==> config.mk <==
export PLATFORM = sky130hd
export DESIGN_NAME = rate_sequence_ctrl
export DESIGN_NICKNAME = d
export VERILOG_FILES = /design/src/rtl/rate_sequence_ctrl.sv
export SDC_FILE = /design/constraint.sdc
export NUM_CORES = 1
export LEC_CHECK = 0
export BUFFER_PORTS_ARGS = -buffer_cell sky130_fd_sc_hd__buf_2
export CAP_MARGIN = 20
export CORE_UTILIZATION = 35
export CTS_BUF_LIST = sky130_fd_sc_hd__clkbuf_16
export DETAILED_ROUTE_END_ITERATION = 10
export GPL_TIMING_DRIVEN = 0
export PLACE_DENSITY = 0.56
export SLEW_MARGIN = 20
export SYNTH_ARGS = -nofsm -noshare
export SYNTH_HDL_FRONTEND = slang
export SYNTH_SLANG_ARGS = --single-unit
==> constraint.sdc <==
create_clock -name clock50M -period 2.18 [get_ports clock50M]
set_input_delay 0.436 -clock clock50M [delete_from_list [all_inputs] [get_ports clock50M]]
set_output_delay 0.436 -clock clock50M [all_outputs]
set_load 0.02 [all_outputs]
==> src/rtl/rate_sequence_ctrl.sv <==
// Slow-tick timebase sequencer: ticks at a selectable rate, STEP_TICKS per step.
// Define SEQ_WRAP_EN to let auto-step wrap from rate 11 back to 00 instead of finishing.
module rate_sequence_ctrl #(
   parameter int unsigned CLK_HZ     = 50_000_000,
   parameter int unsigned CNT_W      = 28,
   parameter int unsigned STEP_TICKS = 16
) (
   input  logic       clock50M,
   input  logic       reset,
   input  logic       start,
   input  logic       stop,
   input  logic       pause,
   input  logic [1:0] rate_sel,
   input  logic       auto_step,
   output logic       tick,
   output logic [1:0] rate_cur,
   output logic [3:0] tick_count,
   output logic       busy,
   output logic       done
);

   typedef enum logic [1:0] {
      IDLE,
      LOAD,
      RUN,
      HOLD
   } state_t;

   localparam logic [CNT_W-1:0] R1   = CNT_W'(CLK_HZ - 1);
   localparam logic [CNT_W-1:0] R2   = CNT_W'(2 * CLK_HZ - 1);
   localparam logic [CNT_W-1:0] R3   = CNT_W'(4 * CLK_HZ - 1);
   localparam logic [3:0]       LAST = 4'(STEP_TICKS - 1);

   state_t           state;
   state_t           state_next;
   logic [CNT_W-1:0] count;
   logic [CNT_W-1:0] count_next;
   logic [3:0]       tc_next;
   logic [1:0]       rate_next;
   logic             tick_next;
   logic             done_next;
   logic             advance;

   function automatic logic [CNT_W-1:0] reload(input logic [1:0] code);
      logic [CNT_W-1:0] r;
      unique case (code)
         2'b00:   r = '0;
         2'b01:   r = R1;
         2'b10:   r = R2;
         default: r = R3;
      endcase
      return r;
   endfunction

`ifdef SEQ_WRAP_EN
   // Rate code simply rolls over, so auto-step never terminates.
   assign advance = auto_step;
`else
   assign advance = auto_step && (rate_cur != 2'b11);
`endif

   always_comb begin
      state_next = state;
      count_next = count;
      tc_next    = tick_count;
      rate_next  = rate_cur;
      tick_next  = 1'b0;
      done_next  = 1'b0;
      unique case (state)
         IDLE: begin
            if (start && !stop) begin
               state_next = LOAD;
               rate_next  = rate_sel;
            end
         end
         LOAD: begin
            count_next = reload(rate_cur);
            tc_next    = '0;
            state_next = RUN;
         end
         RUN: begin
            if (stop) begin
               state_next = IDLE;
            end else if (pause) begin
               state_next = HOLD;
            end else if (count == '0) begin
               tick_next  = 1'b1;
               count_next = reload(rate_cur);
               if (tick_count == LAST) begin
                  tc_next = '0;
                  if (advance) begin
                     rate_next  = rate_cur + 2'd1;
                     state_next = LOAD;
                  end else begin
                     done_next  = 1'b1;
                     state_next = IDLE;
                  end
               end else begin
                  tc_next = tick_count + 4'd1;
               end
            end else begin
               count_next = count - CNT_W'(1);
            end
         end
         HOLD: begin
            if (stop) begin
               state_next = IDLE;
            end else if (!pause) begin
               state_next = RUN;
            end
         end
      endcase
   end

   // busy follows the next state so it is already low alongside done.
   always_ff @(posedge clock50M) begin
      if (reset) begin
         state      <= IDLE;
         count      <= '0;
         tick_count <= '0;
         rate_cur   <= 2'b00;
         tick       <= 1'b0;
         done       <= 1'b0;
         busy       <= 1'b0;
      end else begin
         state      <= state_next;
         count      <= count_next;
         tick_count <= tc_next;
         rate_cur   <= rate_next;
         tick       <= tick_next;
         done       <= done_next;
         busy       <= (state_next != IDLE);
      end
   end

endmodule

# Yosys cells after proc, flatten, opt, wreduce, memory -nomap -nowiden
# Index checks and enable logic that the tools add are counted.
[totals]
regBits = 39
latch_bits = 0
mem_bits_rw = 0
mem_bits_ro = 0
input_bits = 8
output_inout_bits = 9
wordCells = 68
mem_count = 0
[op_classes]
n_addsub = 3
mul = 0
div_mod_pow = 0
order_cmp = 0
n_eq_ne = 13
shift = 0
mux = 28
bitwise_logic = 3
reduce_logical = 14
[ops]
columns = ["operator", "n"]
rows = [
  ["$mux 28", 3],
  ["$pmux 28 s3", 1],
  ["$pmux 28 s2", 1],
  ["$logic_not 28->1", 1],
  ["$sub 28x1->28 const B", 1],
  ["$mux 2", 13],
  ["$mux 4", 4],
  ["$ne 2x2->1 const B", 7],
  ["$pmux 2 s4", 1],
  ["$pmux 4 s2", 1],
  ["$reduce_and 7->1", 1],
  ["$eq 2x2->1 const B", 3],
  ["$reduce_bool 2->1", 3],
  ["$reduce_or 6->1", 1],
  ["$add 4x1->4 const B", 1],
  ["$eq 2x1->1 const B", 2],
  ["$eq 4x4->1 const B", 1],
  ["$logic_not 2->1", 2],
  ["$pmux 2 s2", 1],
  ["$reduce_and 4->1", 1],
  ["$reduce_or 4->1", 1],
  ["$mux 1", 3],
  ["$not 1->1", 3],
  ["$reduce_and 3->1", 1],
  ["other kinds (3)", 4],
]

# Longest topological paths before layout
[depth]
depth_word = 9
depth_mapped = 9
mapped_depth_nobuf = 8

# Worst setup path after synthesis
# OpenSTA, ideal clock, no wires.
[synth_timing]
path_kind = "reg2reg"
from = "reg count[7]"
to = "reg count[18]"
setup_time_ps = 133
t_arrival_ps = 2094
required_time_ps = 2047
path_slack_ps = -47
stages_incl_launch_ff = 8
n_path_buf = 1
period_less_slack_ps = 2227
path_cell_list = "dfxtp_1 -> or3_4 -> or2_2 -> buf_2 -> or3_1 -> or4_1 -> nand3_1 -> a31oi_1"
[synth_via]
elab_chain_len = 5
word_cells_on_any_way = 6
cone_classes = "add/sub: 1; mux: 4; reduce/logical: 1"
[synth_lines]
columns = ["item", "line", "source"]
rows = [
  ["from (decl)", "36", "logic [CNT_W-1:0] count;"],
  ["from (signal assigned)", "127", "count <= count_next;"],
  ["$sub 28x1->28 / $logic_not 28->1 (equally long branches)", "102, 86", ""],
  ["$mux 28 *", "86", "end else if (count == '0) begin"],
  ["$mux 28 *", "84", "end else if (pause) begin"],
  ["$mux 28 *", "82", "if (stop) begin"],
  ["$pmux 28 s2 *", "69", "unique case (state)"],
]
# Every way passes the cells marked *; elsewhere a longest branch is shown, timed or not. The select of a mux whose other input is x is not followed.
# A chain may end at the register's enable or synchronous reset.

# Final worst setup path
[layout_timing]
from = "reg count[15]"
to = "reg count[2]"
[layout_via]
elab_chain_len = 5
[layout_lines]
columns = ["item", "line"]
rows = [
  ["$logic_not 28->1", "86"],
  ["$mux 28", "86"],
  ["$mux 28", "84"],
  ["$mux 28", "82"],
  ["$pmux 28 s2", "69"],
]
# No other way between the ends. The select of a mux whose other input is x is not followed.

==> metrics.csv <==
stage;metric;value;unit
timing;total negative slack;-2.82;ns
detailed_routing;DR vias;2628;
detailed_routing;starting DRC count in detailed routing;231;
clocking;CTS tree;done;
critical_path;CP bufs+invs;2;
power;VDD IR max;347;uV
final_layout;Layout fillers;608;
synth;Post-synth EDFFs;0;
clocking;CTS Buffer Depth;2;
detailed_routing;DRC violations left;0;
power;pwr/cell area;816;nW/um^2
synth;#FFs+latches synth;39;
final_layout;fin area;3340;um^2
power;LEAKAGE;1.26;nW
placed_design;routability-driven placement congestion ratio;0.869;
power;clock power share;0.250;
timing;min Tclk post-route;2.37;ns
run;Max-cap violations;0;
floorplanning;die area;7170;um^2
final_layout;layout cells sized above 1;0.368;
synth;Avg Cell Area, Syn;7.97;um^2
global_route;Tot GR Track Use;0.229;
synth;Post-Syn Area;2390;um^2
timing;Final Hold Viols;0;
floorplanning;site row count;29;
detailed_routing;Routed Wire Length;8340;um
critical_path;slowest CP cell;or4_4;
synth;Syn Inst Count;300;
clocking;Worst-path clk slew;0.06;ns
detailed_routing;drt wl/cell;19.6;um
timing;Slew headroom;0.458;
run_status;failing checks;setup timing;
critical_path;worst setup path category;flip-flop to flip-flop;
synth;commonest register cell after synthesis;dfxtp_1;
power;Sw Ratio;0.368;
timing;Slew Limit Fails;0;
global_route;vias in the first global route;2318;
clocking;H-tree level count;2;
floorplanning;Initial Util;0.370;
global_route;largest net degree at the start of global routing;11;
floorplanning;core area;6460;um^2
timing;actual transition at the worst max-transition pin;0.812;ns
final_layout;Final nets;364;
global_route;initial antenna violation count;0;
placed_design;Placed Area;2580;um^2
worst_hold_path;worst min path class;input port to flip-flop;
floorplanning;IO Pins;17;
timing;worst hold slack;0.427;ns
run_status;status;complete, but fails checks;
clocking;clock sink count;39;
floorplanning;Die H;84.7;um
clocking;Clock Latency Late Sink;0.28;ns
clocking;CTS Hold Bufs;0;
detailed_routing;DRT antenna net count;0;
placed_design;port bufs;16;
global_route;first-pass GRT wire length;12600;um
timing;Final WS setup;-0.193;ns
critical_path;CP Launch Type;flip-flop;
timing;RSZ-0062 raised after global routing;true;
critical_path;WP data arrival;2.55;ns
critical_path;Crit. End Element;flip-flop;
critical_path;Crit path largest cell delay;0.58;ns
synth;top cells by area, synth;dfxtp_1 33%, o21ai_0 4.6%, nor2_1 4.2%;
critical_path;Max FO, Critical Path;8;
critical_path;worst-path cell chain;or4_4 -> nor4b_4 -> buf_4 -> nand3_4 -> buf_8 -> nand4b_1 -> a21oi_2 -> a31o_2;
power;combinational power share;0.457;
final_layout;area delta synth->final;39.8;%
timing;f_max;0.421;GHz
timing;Fin Clk Skew;0.00345;ns
synth;leading area contributor after synthesis;dfxtp_1;
timing;Final Setup Violations;26;
final_layout;Final Core Density;0.518;
detailed_routing;vias per inst;6.18;
synth;Yosys top cell area share;0.326;
placed_design;placed cells;393;
floorplanning;die boundary width;84.7;um
synth;Seq/Total Area, Yosys;0.326;
global_route;grt total ovfl;0;
clocking;CTS Root Cell;clkbuf_16;
detailed_routing;drt first pass iters;5;
final_layout;Cell Count, Final, Fillers Out;425;
power;Psw;1.01;mW
clocking;total CTS buffers;5;
timing;Tcrit/Tclk final;1.09;
synth;asr flop ratio synth;0;
synth;Synth cell types;62;
synth;YS warnings;0;
final_layout;ANT cells;0;
critical_path;Worst EP required;2.35;ns
final_layout;most frequent cells in the layout;35 x dfxtp_1, 25 x nor2_1, 19 x buf_4;
final_layout;most common cell after layout, fill and taps aside;dfxtp_1;
power;Internal;1.72;mW
power;Seq pwr share;0.293;
synth;Mapped Nets;315;
placed_design;DPL Wire Length;5210;um
critical_path;CP top delay family;simple AND/OR/NAND/NOR gates;
cell usage after synthesis, types with 4 or more instances:
cell type  instances
ha_1               7
a31oi_1            4
a21oi_1           15
and3_1             7
or2_2              5
nor4_1            10
dfxtp_1           39
inv_1              9
nand2_1           21
or4_1              6
nor2_1            27
clkbuf_1           8
nand3_1           16
nor3_1            16
a211oi_1           8
a311oi_1           4
or3_1              6
o21ai_0           22
timing repair:
| action | CTS | global route |
|---|---|---|
| pin swaps | 33 | 18 |
| gates resized for setup | 59 | 41 |
| buffers inserted | 17 | 9 |
| cloned | 1 | 1 |
| setup endpoints to repair | 37 | 38 |
| hold endpoints to repair | 0 | 0 |
metal layers:
layer / routed length (um) / global-route usage / vias to the layer above
met5: 0 / 0 / -
met4: 185 / 0.0955 / 0
met3: 515 / 0.0383 / 15
met2: 3910 / 0.360 / 111
met1: 3730 / 0.312 / 1260
li1: - / - / 1242
path summary, 6_finish.rpt:
| kind | start | endpoint | slack [ns] | cells after the start |
|---|---|---|---|---|
| min | stop | state[0]$_SDFF_PP0_ | 0.43 | 2 |
| max reg2reg | count[15]$_SDFFE_PP0P_ | count[2]$_SDFFE_PP0P_ | -0.19 | 8 |
| min reg2reg | tick_count[3]$_SDFFE_PP0P_ | tick_count[3]$_SDFFE_PP0P_ | 0.50 | 1 |
| max | count[15]$_SDFFE_PP0P_ | count[2]$_SDFFE_PP0P_ | -0.19 | 8 |
state kept, by name (all words and copies together), names as in the netlist:
register	flops
count	28
tick_count	4
done	1
rate_cur	2
state	2
tick	1
busy	1
power groups by stage:
stage / clock [mW] / combinational, mW / sequential, mW
after floorplan: 0 / 0.552 / 0.802
after global placement: 0 / 0.747 / 0.806
after detailed placement: 0 / 0.745 / 0.805
after CTS: 0.698 / 1.02 / 0.794
after global routing: 0.718 / 1.31 / 0.804
final: 0.682 / 1.25 / 0.798
metrics by stage:
stage	setup WS (ns)	power [mW]
floorplan	0.00112	1.35
global placement	-0.415	1.55
detailed placement	-0.402	1.55
CTS	-0.103	2.51
global route	-0.231	2.84
finish	-0.193	2.73
layout make-up:
type / count / area, um^2 / area share
multi-input combinational: 237 / 1840 / 0.551
sequential: 39 / 786 / 0.235
timing repair buffer: 44 / 363 / 0.108
clock buffer: 5 / 125 / 0.0374
tap: 77 / 96.3 / 0.0288
buffer: 12 / 90.1 / 0.0269
inverter: 10 / 37.5 / 0.0112
clock inverter: 1 / 3.75 / 0.00112
kinds of logic after synthesis:
| logic type | synth area share |
|---|---|
| compound gates | 0.241 |
| simple gates | 0.330 |
| xor+xnor | 0.0183 |
| fa+ha+maj | 0.0366 |
| flops | 0.326 |
| buf+inv | 0.0481 |
Note: power is estimated with default switching activity, not from simulation.
